File: src/rtl/alu_result_display_pkg.sv
// Shared constants for the ALU result display: segment codes (active-low, g..a),
// conversion length and the capture FSM encoding.
package alu_result_display_pkg;

  localparam logic [6:0] SEG_BLANK = 7'h7F;
  localparam logic [6:0] SEG_C     = 7'h46;

  localparam logic [6:0] SEG_0 = 7'h40;
  localparam logic [6:0] SEG_1 = 7'h79;
  localparam logic [6:0] SEG_2 = 7'h24;
  localparam logic [6:0] SEG_3 = 7'h30;
  localparam logic [6:0] SEG_4 = 7'h19;
  localparam logic [6:0] SEG_5 = 7'h12;
  localparam logic [6:0] SEG_6 = 7'h02;
  localparam logic [6:0] SEG_7 = 7'h78;
  localparam logic [6:0] SEG_8 = 7'h00;
  localparam logic [6:0] SEG_9 = 7'h10;
  localparam logic [6:0] SEG_A = 7'h08;
  localparam logic [6:0] SEG_B = 7'h03;
  localparam logic [6:0] SEG_D = 7'h21;
  localparam logic [6:0] SEG_E = 7'h06;
  localparam logic [6:0] SEG_F = 7'h0E;

  // One shift-add-3 iteration per input bit.
  localparam int BCD_ITERS = 8;

  typedef enum logic [1:0] {
    ST_IDLE   = 2'd0,
    ST_CONV   = 2'd1,
    ST_COMMIT = 2'd2
  } state_e;

  function automatic logic [6:0] nib_to_seg(input logic [3:0] nib);
    logic [6:0] seg;
    case (nib)
      4'h0: seg = SEG_0;
      4'h1: seg = SEG_1;
      4'h2: seg = SEG_2;
      4'h3: seg = SEG_3;
      4'h4: seg = SEG_4;
      4'h5: seg = SEG_5;
      4'h6: seg = SEG_6;
      4'h7: seg = SEG_7;
      4'h8: seg = SEG_8;
      4'h9: seg = SEG_9;
      4'hA: seg = SEG_A;
      4'hB: seg = SEG_B;
      4'hC: seg = SEG_C;
      4'hD: seg = SEG_D;
      4'hE: seg = SEG_E;
      default: seg = SEG_F;
    endcase
    return seg;
  endfunction

endpackage

File: src/rtl/alu_result_display_bin_to_bcd.sv
// Sequential 8-bit binary to 3-digit BCD converter (shift-add-3), one bit per cycle.
// start_i loads the operand; last_o is high during the cycle whose edge performs the final iteration.
module bin_to_bcd_seq
  import alu_result_display_pkg::*;
(
  input  logic        clk_i,
  input  logic        rst_ni,
  input  logic        start_i,
  input  logic [7:0]  bin_i,
  output logic        last_o,
  output logic [11:0] bcd_o
);

  localparam logic [2:0] LAST_CNT = 3'(BCD_ITERS - 1);

  logic        running_q;
  logic [2:0]  cnt_q;
  logic [7:0]  bin_q;
  logic [11:0] bcd_q;
  logic [11:0] adj;
  logic [19:0] shifted;

  always_comb begin
    adj = bcd_q;
    for (int i = 0; i < 3; i++) begin
      if (bcd_q[4*i +: 4] >= 4'd5) adj[4*i +: 4] = bcd_q[4*i +: 4] + 4'd3;
    end
    shifted = {adj, bin_q} << 1;
  end

  always_ff @(posedge clk_i or negedge rst_ni) begin
    if (!rst_ni) begin
      running_q <= 1'b0;
      cnt_q     <= 3'd0;
      bin_q     <= 8'd0;
      bcd_q     <= 12'd0;
    end else if (start_i) begin
      running_q <= 1'b1;
      cnt_q     <= 3'd0;
      bin_q     <= bin_i;
      bcd_q     <= 12'd0;
    end else if (running_q) begin
      {bcd_q, bin_q} <= shifted;
      cnt_q          <= cnt_q + 3'd1;
      if (cnt_q == LAST_CNT) running_q <= 1'b0;
    end
  end

  assign last_o = running_q && (cnt_q == LAST_CNT);
  assign bcd_o  = bcd_q;

endmodule

File: src/rtl/alu_result_display.sv
// ALU result + ZERO/CARRY flags on a 4-digit common-anode 7-segment display, hex or decimal.
// Capture FSM feeds a shadow register; shown registers update atomically in COMMIT.
module alu_result_display
  import alu_result_display_pkg::*;
#(
  parameter int DIGIT_TICKS = 100000
) (
  input  logic       CLK,
  input  logic       RST_N,
  input  logic [7:0] VALUE,
  input  logic       ZERO_IN,
  input  logic       CARRY_IN,
  input  logic       MODE_DEC,
  input  logic       LOAD,
  output logic       BUSY,
  output logic [3:0] AN,
  output logic [6:0] SEG,
  output logic       DP
);

  localparam int             CW      = (DIGIT_TICKS > 1) ? $clog2(DIGIT_TICKS) : 1;
  localparam logic [CW-1:0]  CNT_MAX = CW'(DIGIT_TICKS - 1);

  state_e      state_q, state_d;
  logic        capture;
  logic        conv_start;
  logic        conv_last;
  logic [11:0] conv_bcd;

  logic [7:0]  sh_value_q;
  logic        sh_zero_q, sh_carry_q, sh_dec_q;

  logic [3:0]  dig0_q, dig1_q, dig2_q, dig0_d, dig1_d, dig2_d;
  logic        show_dec_q, show_zero_q, show_carry_q;
  logic        show_dec_d, show_zero_d, show_carry_d;

  logic [CW-1:0] cnt_q;
  logic [1:0]    idx_q;
  logic [3:0]    an_q, an_d;
  logic [6:0]    seg_q, seg_d;
  logic          dp_q, dp_d;

  always_comb begin
    state_d = state_q;
    capture = 1'b0;
    case (state_q)
      ST_IDLE: begin
        if (LOAD) begin
          capture = 1'b1;
          state_d = MODE_DEC ? ST_CONV : ST_COMMIT;
        end
      end
      ST_CONV:   if (conv_last) state_d = ST_COMMIT;
      ST_COMMIT: state_d = ST_IDLE;
      default:   state_d = ST_IDLE;
    endcase
  end

  assign conv_start = capture & MODE_DEC;
  assign BUSY       = (state_q != ST_IDLE);

  always_ff @(posedge CLK or negedge RST_N) begin
    if (!RST_N) begin
      state_q    <= ST_IDLE;
      sh_value_q <= 8'd0;
      sh_zero_q  <= 1'b0;
      sh_carry_q <= 1'b0;
      sh_dec_q   <= 1'b0;
    end else begin
      state_q <= state_d;
      if (capture) begin
        sh_value_q <= VALUE;
        sh_zero_q  <= ZERO_IN;
        sh_carry_q <= CARRY_IN;
        sh_dec_q   <= MODE_DEC;
      end
    end
  end

  // The converter takes VALUE directly on the capture edge so all 8 CONV cycles iterate.
  bin_to_bcd_seq u_bin_to_bcd (
    .clk_i   (CLK),
    .rst_ni  (RST_N),
    .start_i (conv_start),
    .bin_i   (VALUE),
    .last_o  (conv_last),
    .bcd_o   (conv_bcd)
  );

  always_comb begin
    dig0_d       = dig0_q;
    dig1_d       = dig1_q;
    dig2_d       = dig2_q;
    show_dec_d   = show_dec_q;
    show_zero_d  = show_zero_q;
    show_carry_d = show_carry_q;
    if (state_q == ST_COMMIT) begin
      if (sh_dec_q) begin
        dig0_d = conv_bcd[3:0];
        dig1_d = conv_bcd[7:4];
        dig2_d = conv_bcd[11:8];
      end else begin
        dig0_d = sh_value_q[3:0];
        dig1_d = sh_value_q[7:4];
        dig2_d = 4'd0;
      end
      show_dec_d   = sh_dec_q;
      show_zero_d  = sh_zero_q;
      show_carry_d = sh_carry_q;
    end
  end

  always_ff @(posedge CLK or negedge RST_N) begin
    if (!RST_N) begin
      dig0_q       <= 4'd0;
      dig1_q       <= 4'd0;
      dig2_q       <= 4'd0;
      show_dec_q   <= 1'b0;
      show_zero_q  <= 1'b0;
      show_carry_q <= 1'b0;
    end else begin
      dig0_q       <= dig0_d;
      dig1_q       <= dig1_d;
      dig2_q       <= dig2_d;
      show_dec_q   <= show_dec_d;
      show_zero_q  <= show_zero_d;
      show_carry_q <= show_carry_d;
    end
  end

  // Segments use the next shown state so a COMMIT appears on the display at the same edge.
  always_comb begin
    an_d  = ~(4'b0001 << idx_q);
    seg_d = SEG_BLANK;
    dp_d  = 1'b1;
    case (idx_q)
      2'd0: seg_d = nib_to_seg(dig0_d);
      2'd1: seg_d = (show_dec_d && dig2_d == 4'd0 && dig1_d == 4'd0) ? SEG_BLANK
                                                                      : nib_to_seg(dig1_d);
      2'd2: seg_d = (!show_dec_d || dig2_d == 4'd0) ? SEG_BLANK : nib_to_seg(dig2_d);
      default: begin
        seg_d = show_carry_d ? SEG_C : SEG_BLANK;
        dp_d  = ~show_zero_d;
      end
    endcase
  end

  always_ff @(posedge CLK or negedge RST_N) begin
    if (!RST_N) begin
      cnt_q <= '0;
      idx_q <= 2'd0;
      an_q  <= 4'b1111;
      seg_q <= SEG_BLANK;
      dp_q  <= 1'b1;
    end else begin
      if (cnt_q == CNT_MAX) begin
        cnt_q <= '0;
        idx_q <= idx_q + 2'd1;
      end else begin
        cnt_q <= cnt_q + 1'b1;
      end
      an_q  <= an_d;
      seg_q <= seg_d;
      dp_q  <= dp_d;
    end
  end

  assign AN  = an_q;
  assign SEG = seg_q;
  assign DP  = dp_q;

endmodule
File: config.mk
export PLATFORM = sky130hd
export DESIGN_NAME = alu_result_display
export DESIGN_NICKNAME = d
export VERILOG_FILES = /design/src/rtl/alu_result_display_pkg.sv /design/src/rtl/alu_result_display_bin_to_bcd.sv /design/src/rtl/alu_result_display.sv
export SDC_FILE = /design/constraint.sdc
export NUM_CORES = 1
export LEC_CHECK = 0
export ABC_AREA = 0
export CAP_MARGIN = 10
export CORE_AREA = 5 5 78 133
export DETAILED_ROUTE_END_ITERATION = 8
export DIE_AREA = 0 0 83 138
export HOLD_SLACK_MARGIN = 0.05
export PLACE_DENSITY = 0.74
export SETUP_SLACK_MARGIN = 0.05
export SYNTH_ARGS = -nofsm -noshare
export SYNTH_HDL_FRONTEND = slang
export SYNTH_SLANG_ARGS = --single-unit
File: constraint.sdc
create_clock -name CLK -period 2.44 [get_ports CLK]
set_input_delay 0.366 -clock CLK [delete_from_list [all_inputs] [get_ports CLK]]
set_output_delay 0.366 -clock CLK [all_outputs]
set_load 0.02 [all_outputs]
Word-level counts from Yosys, hierarchy flattened
Memories as Yosys holds them, arrays and structs flattened.
Index checks and enable logic that the tools add are counted.
{ "classes": {"muxes": 33, "bitwise": 3, "n_addsub": 6, "reduce_logical": 13, "eq_ne": 8, "shifts": 1, "magnitude_cmp": 3} }
{ "ops": {"columns": ["operator", "count"], "rows": [
  ["$mux 4", 8],
  ["$mux 12", 2],
  ["$pmux 7 s3", 1],
  ["$add 17x1->17 const B", 1],
  ["$eq 17x17->1 const B", 1],
  ["$mux 17", 1],
  ["$mux 8", 2],
  ["$mux 7", 2],
  ["$ge 4x3->1 const B", 3],
  ["$mux 1", 9],
  ["$mux 3", 3],
  ["$add 4x2->4 const B", 2],
  ["$logic_not 4->1", 2],
  ["$mux 2", 3],
  ["$mux 6", 1],
  ["$eq 2x1->1 const B", 2],
  ["$eq 2x2->1 const B", 2],
  ["$logic_not 2->1", 2],
  ["$ne 2x2->1 const B", 2],
  ["$not 4->4", 1],
  ["$pmux 2 s2", 1],
  ["$reduce_bool 2->1", 2],
  ["$shl 1x2->4 const A", 1],
  ["$add 3x1->3 const B", 1],
  ["10 further kinds", 12]
]} }
{ "totals": {"output_inout_bits": 13, "mem_count": 3, "romBits": 336, "regBits": 83, "in_bits": 14} }
{ "memory_table": {"columns": ["memory", "words", "width", "read_ports", "rd_clocked_by_memory_dff", "wr", "line_no", "text"], "rows": [
  ["(name not given)", 16, 7, 1, 0, 0, "alu_result_display_pkg.sv:35", "case (nib)"],
  ["(name not given)", 16, 7, 1, 0, 0, "alu_result_display_pkg.sv:35", null],
  ["(name not given)", 16, 7, 1, 0, 0, "alu_result_display_pkg.sv:35", null]
]} }

Longest topological paths before layout
{ "depth": {"word_depth": 7, "ltp_mapped": 12, "depth_no_buf": 10} }

Modules after synthesis
Synthesis repeated with hierarchy kept, for this count alone.
{ "hier_totals": {"cells_unflattened": 478, "hier_area_um2": 4782.1} }
{ "modules_own_cells": {"columns": ["mod", "cells_per_inst", "area_each_um2", "instances"], "rows": [
  ["alu_result_display", 345, 3484.6, 1],
  ["bin_to_bcd_seq", 133, 1297.5, 1]
]} }

Least setup slack after synthesis
Ideal clock, no wire load.
{ "synth_path": {"kind": "reg2reg", "from": "register state_q[0]", "to": "register seg_q[2] (netlist: SEG[2])", "stages_incl_launch_ff": 12, "setup_time_ns": 0.083, "arrival_ns": 2.501, "t_required_ns": 2.357, "slack_ns": -0.145, "path_buffers": 2, "cell_sequence": "dfrtp_1 -> nor2b_1 -> buf_4 -> buf_6 -> mux2i_2 -> inv_1 -> ha_1 -> and2_1 -> o22ai_1 -> o221ai_1 -> a221oi_1 -> nand2_1"} }
{ "synth_via": {"elab_chain_len": 7} }
{ "synth_lines": {"columns": ["item", "line_no", "text"], "rows": [
  ["from (decl)", "alu_result_display.sv:24", "state_e state_q, state_d;"],
  ["from (signal assigned)", "alu_result_display.sv:70", "state_q <= state_d;"],
  ["$eq 2x2->1 *", "alu_result_display.sv:97", "if (state_q == ST_COMMIT) begin"],
  ["$mux 4 *", "alu_result_display.sv:97", null],
  ["named net dig2_d[1]", "alu_result_display.sv:33", "logic [3:0] dig0_q, dig1_q, dig2_q, dig0_d, dig1_d, dig2_d;"],
  ["parallel branches: the longest is 4 deep, another holds $mem_v2 16x7", null, null],
  ["$pmux 7 s3 *", "alu_result_display.sv:136", "case (idx_q)"],
  ["named net seg_d[2]", "alu_result_display.sv:40", "logic [6:0] seg_q, seg_d;"],
  ["to (signal assigned)", "alu_result_display.sv:163", "seg_q <= seg_d;"],
  ["to (decl)", "alu_result_display.sv:40", null]
]} }
Mark *: on every way through the listed nets, which the timed path passes.
A chain may end at the register's enable or synchronous reset.

Final worst setup path
{ "layout_path": {"from": "register state_q[0]", "to": "register seg_q[2] (netlist: SEG[2])"} }
{ "layout_via": {"elab_chain_len": 7} }
{ "layout_lines": {"columns": ["item", "line_no"], "rows": [
  ["$eq 2x2->1 *", "alu_result_display.sv:97"],
  ["parallel branches: the longest is 5 deep, another holds $mem_v2 16x7", null],
  ["$pmux 7 s3 *", "alu_result_display.sv:136"],
  ["named net seg_d[2]", "alu_result_display.sv:40"]
]} }
Marks and branches as above.

==> metrics.cfg <==
[drt]
antenna_left = 0
drt_iter0_markers = 142
drc = 0
firstDrtPassIters = 4
route.detailed.wl_per_inst_um = 16.5
vias = 3633
viasPerCell = 5.56
wire_length_after_detailed_routing_mm = 10.8

[timing]
grt_setup_unrepaired = no
setup_violations = 0
post_route_setup_tns_ps = 0
finalCritPeriodShare_pct = 93.9
hold_viol = 0
slew-limit-headroom_pct = 63.1
final.hold.worst_slack_ps = 453
worst-slew-pin-transition_ps = 553
clock-skew-final_ps = 10.4
final.min_clock_period_ps = 2290
timing.final.max_slew_violations = 0
postLayoutSetupSlackWorst_ps = 148
max_clock_freq_mhz = 436

[yosys]
mapped_nets = 528
synth.distinct_cells = 59
synth_async_sr_flop_share_pct = 100
post_synth.cell_area_avg_um2 = 10.0
yosys.area.top_type_share_pct = 36.9
yosys-top-cells-area = sky130_fd_sc_hd__dfrtp_1 (37%), sky130_fd_sc_hd__ha_1 (8.8%), sky130_fd_sc_hd__dfstp_2 (6.5%)
post_synth_inst_count = 480
top_cell_type_by_total_area_after_synthesis = sky130_fd_sc_hd__dfrtp_1
sequential_cell_area_fraction_in_the_yosys_report_pct = 43.4
postSynth.topFlopCell = sky130_fd_sc_hd__dfrtp_1
netlist_area_um2 = 4820
synth.ff_latch_count = 83
number_of_flops_mapped_to_enable_cells_by_yosys = 0
yosysWarningCount = 0

[cells_and_area]
layout_cell_share_with_drive_strength_beyond_1_pct = 18.4
num-nets-final = 576
areaGrowthSynthToFinish_pct = 18.8
commonest_non_fill_non_tap_cell_in_the_layout = sky130_fd_sc_hd__dfrtp_1
mostFrequentLayoutCells = sky130_fd_sc_hd__dfrtp_1 (70), sky130_fd_sc_hd__nand2_1 (50), sky130_fd_sc_hd__nor2_1 (39), sky130_fd_sc_hd__ha_1 (33), sky130_fd_sc_hd__inv_1 (29)
layout.cells.non_filler = 653
antenna_cells = 0

[clock_network]
cts-buffers-inserted = 9
cts-root-buf = sky130_fd_sc_hd__clkbuf_16
tritoncts_clock_tree = yes
h-tree-depth = 3
ctsLongestPathBuffers = 2
clock-sinks = 83
clkLatencyLatePin_ps = 340
cts.reportedPaths.clkPinSlew_ps = 60
cts_setup_buffers = 0

[floorplan]
floorplan.die.height_um = 138
site_rows = 46
floorplan.io_pins = 27
coreArea_um2 = 9090
die-area_um2 = 11500
floorplan.initialDensity_pct = 53.0
chipWidth_um = 83

[pwr]
vdd_ir_drop_max_v = 0.000772
p_leak_nw = 2.61
pwr_density_cell_nw_per_um2 = 1260
fin_total_pwr_mw = 7.22

[outcome]
run_status = finished clean

[global_route]
grt_max_degree = 63
first_global_vias = 3862
groute.usage.overall_pct = 19.7
grt_first_pass_wirelength_mm = 18.5
grt_remaining_overflow = 0
antenna_found_initial = 0

[worst_setup_path]
worstPathRequired_ps = 2680
worst_setup_path_start_kind = flip-flop
cp_max_fo = 4
setup.worst_path.class = flip-flop to flip-flop
critical_path_arrival_ps = 2540
critPathCaptureType = flip-flop

[placed_design]
portBuffers = 26
gp_routability_congestion = 0.906
post-dp-hpwl_mm = 7.93
placed_cells_incl_taps = 636
pre_cts_ws_ps = 23.4

[job]
max-cap-violations = 0

[worst_hold_path]
min-delay-path-class = primary input to async pin

## where the power goes
part	internal, mW	leakage, nW	switching, mW
Sequential	1.87	1.03	0.395
Combinational	1.70	1.44	1.91
Clock	0.821	0.143	0.519
Total	4.39	2.61	2.83
## worst max-delay path, cell delays in order (launching register included)
cell and delay, ps:
sky130_fd_sc_hd__dfrtp_1 410, sky130_fd_sc_hd__nor2b_4 220, sky130_fd_sc_hd__mux2_4 350, sky130_fd_sc_hd__ha_2 210, sky130_fd_sc_hd__and2_1 140, sky130_fd_sc_hd__o22ai_2 210
sky130_fd_sc_hd__buf_4 150, sky130_fd_sc_hd__o221ai_1 110, sky130_fd_sc_hd__a221oi_1 300, sky130_fd_sc_hd__nand2_1 100
## metrics by stage
step | util (%) | instance area, um2
global route | 62.9 | 5720
detailed placement | 59.1 | 5370
floorplan | - | 4850
CTS | 62.5 | 5690
finish | 62.9 | 5720
global placement | 59.1 | 5370
## worst paths after layout
kind | start | slack (ps) | cells after the start | endpoint
setup / recovery | state_q[0] | 150 | 9 | SEG[2]
max in group asynchronous | RST_N | 1320 | 3 | AN[2]
min in group CLK | show_carry_q | 480 | 2 | show_carry_q
setup reg to reg | state_q[0] | 150 | 9 | SEG[2]
hold / removal | RST_N | 450 | 2 | u_bin_to_bcd.bin_q[3]
hold reg to reg | show_carry_q | 480 | 2 | show_carry_q
## routing by layer
metal | wire [um] | global-route usage, % | vias up
met1 | 4060 | 20.7 | 1760
met5 | 0 | 0 | -
li1 | - | - | 1755
met3 | 368 | 3.69 | 37
met2 | 5790 | 36.0 | 81
met4 | 530 | 11.6 | 0
## registers in the layout (all words and copies together) (netlist names), 2 cells and up
register,cells
cnt_q,17
u_bin_to_bcd.bcd_o,12
sh_value_q,8
u_bin_to_bcd.bin_q,8
SEG,7
AN,4
dig0_q,4
dig1_q,4
dig2_q,4
u_bin_to_bcd.cnt_q,3
idx_q,2
state_q,2
## Yosys cell counts, types with 2 or more instances
cell,count
sky130_fd_sc_hd__nor2b_1,2
sky130_fd_sc_hd__inv_1,31
sky130_fd_sc_hd__a211oi_1,3
sky130_fd_sc_hd__nand3b_1,2
sky130_fd_sc_hd__nand3_1,14
sky130_fd_sc_hd__mux2i_1,21
sky130_fd_sc_hd__o21ai_0,27
sky130_fd_sc_hd__dfstp_2,12
sky130_fd_sc_hd__a21o_1,2
sky130_fd_sc_hd__o31ai_1,2
sky130_fd_sc_hd__o32a_1,2
sky130_fd_sc_hd__ha_1,34
sky130_fd_sc_hd__nor3b_1,5
sky130_fd_sc_hd__xor2_1,10
sky130_fd_sc_hd__a21oi_1,27
sky130_fd_sc_hd__nand4b_1,2
sky130_fd_sc_hd__nand2_1,50
sky130_fd_sc_hd__mux2_2,17
sky130_fd_sc_hd__a21boi_0,2
sky130_fd_sc_hd__nor3_1,3
sky130_fd_sc_hd__or3_1,2
sky130_fd_sc_hd__mux2i_2,2
sky130_fd_sc_hd__xnor2_1,15
sky130_fd_sc_hd__dfrtp_1,71
sky130_fd_sc_hd__a2bb2oi_1,2
sky130_fd_sc_hd__a32oi_1,2
sky130_fd_sc_hd__and3_1,3
sky130_fd_sc_hd__o22ai_1,5
sky130_fd_sc_hd__o31a_1,2
sky130_fd_sc_hd__nand2b_1,7
sky130_fd_sc_hd__o221ai_1,5
sky130_fd_sc_hd__o211ai_1,7
sky130_fd_sc_hd__mux2_4,3
sky130_fd_sc_hd__or4b_2,2
sky130_fd_sc_hd__nand4_1,3
sky130_fd_sc_hd__and2_1,5
sky130_fd_sc_hd__buf_6,5
sky130_fd_sc_hd__clkbuf_1,10
sky130_fd_sc_hd__buf_2,3
sky130_fd_sc_hd__nor2_1,39
## kinds of logic (layout without fill, tap and decap cells)
| family | after synthesis | after routing | synth area share (%) |
|---|---|---|---|
| AOI/OAI and AO/OA | 97 | 97 | 12.9 |
| xor gates and xnor gates | 25 | 25 | 4.55 |
| adders and majority gates | 34 | 34 | 8.83 |
| buffers and inverters | 52 | 105 | 5.04 |
| DFF | 83 | 83 | 43.4 |
| muxes | 44 | 44 | 10.3 |
| and+or+nand+nor | 145 | 145 | 14.9 |
## area by class of cell
type | count | area (um2)
flip-flops and latches | 83 | 2090
clock inverters | 4 | 51.3
well taps | 120 | 150
inverters | 33 | 126
fillers | 775 | 3370
multi-input cells | 345 | 2540
clock buffers | 12 | 246
repair buffers | 56 | 514
## what timing repair did
| item | in CTS | in global routing |
|---|---|---|
| resized for setup | 2 | 9 |
| hold buffers | 1 | 0 |
| hold endpoints to repair | 16 | 0 |
| endpoints found under the setup margin | 3 | 7 |
| pin swaps | 0 | 2 |
(Power assumes the default switching activity.)
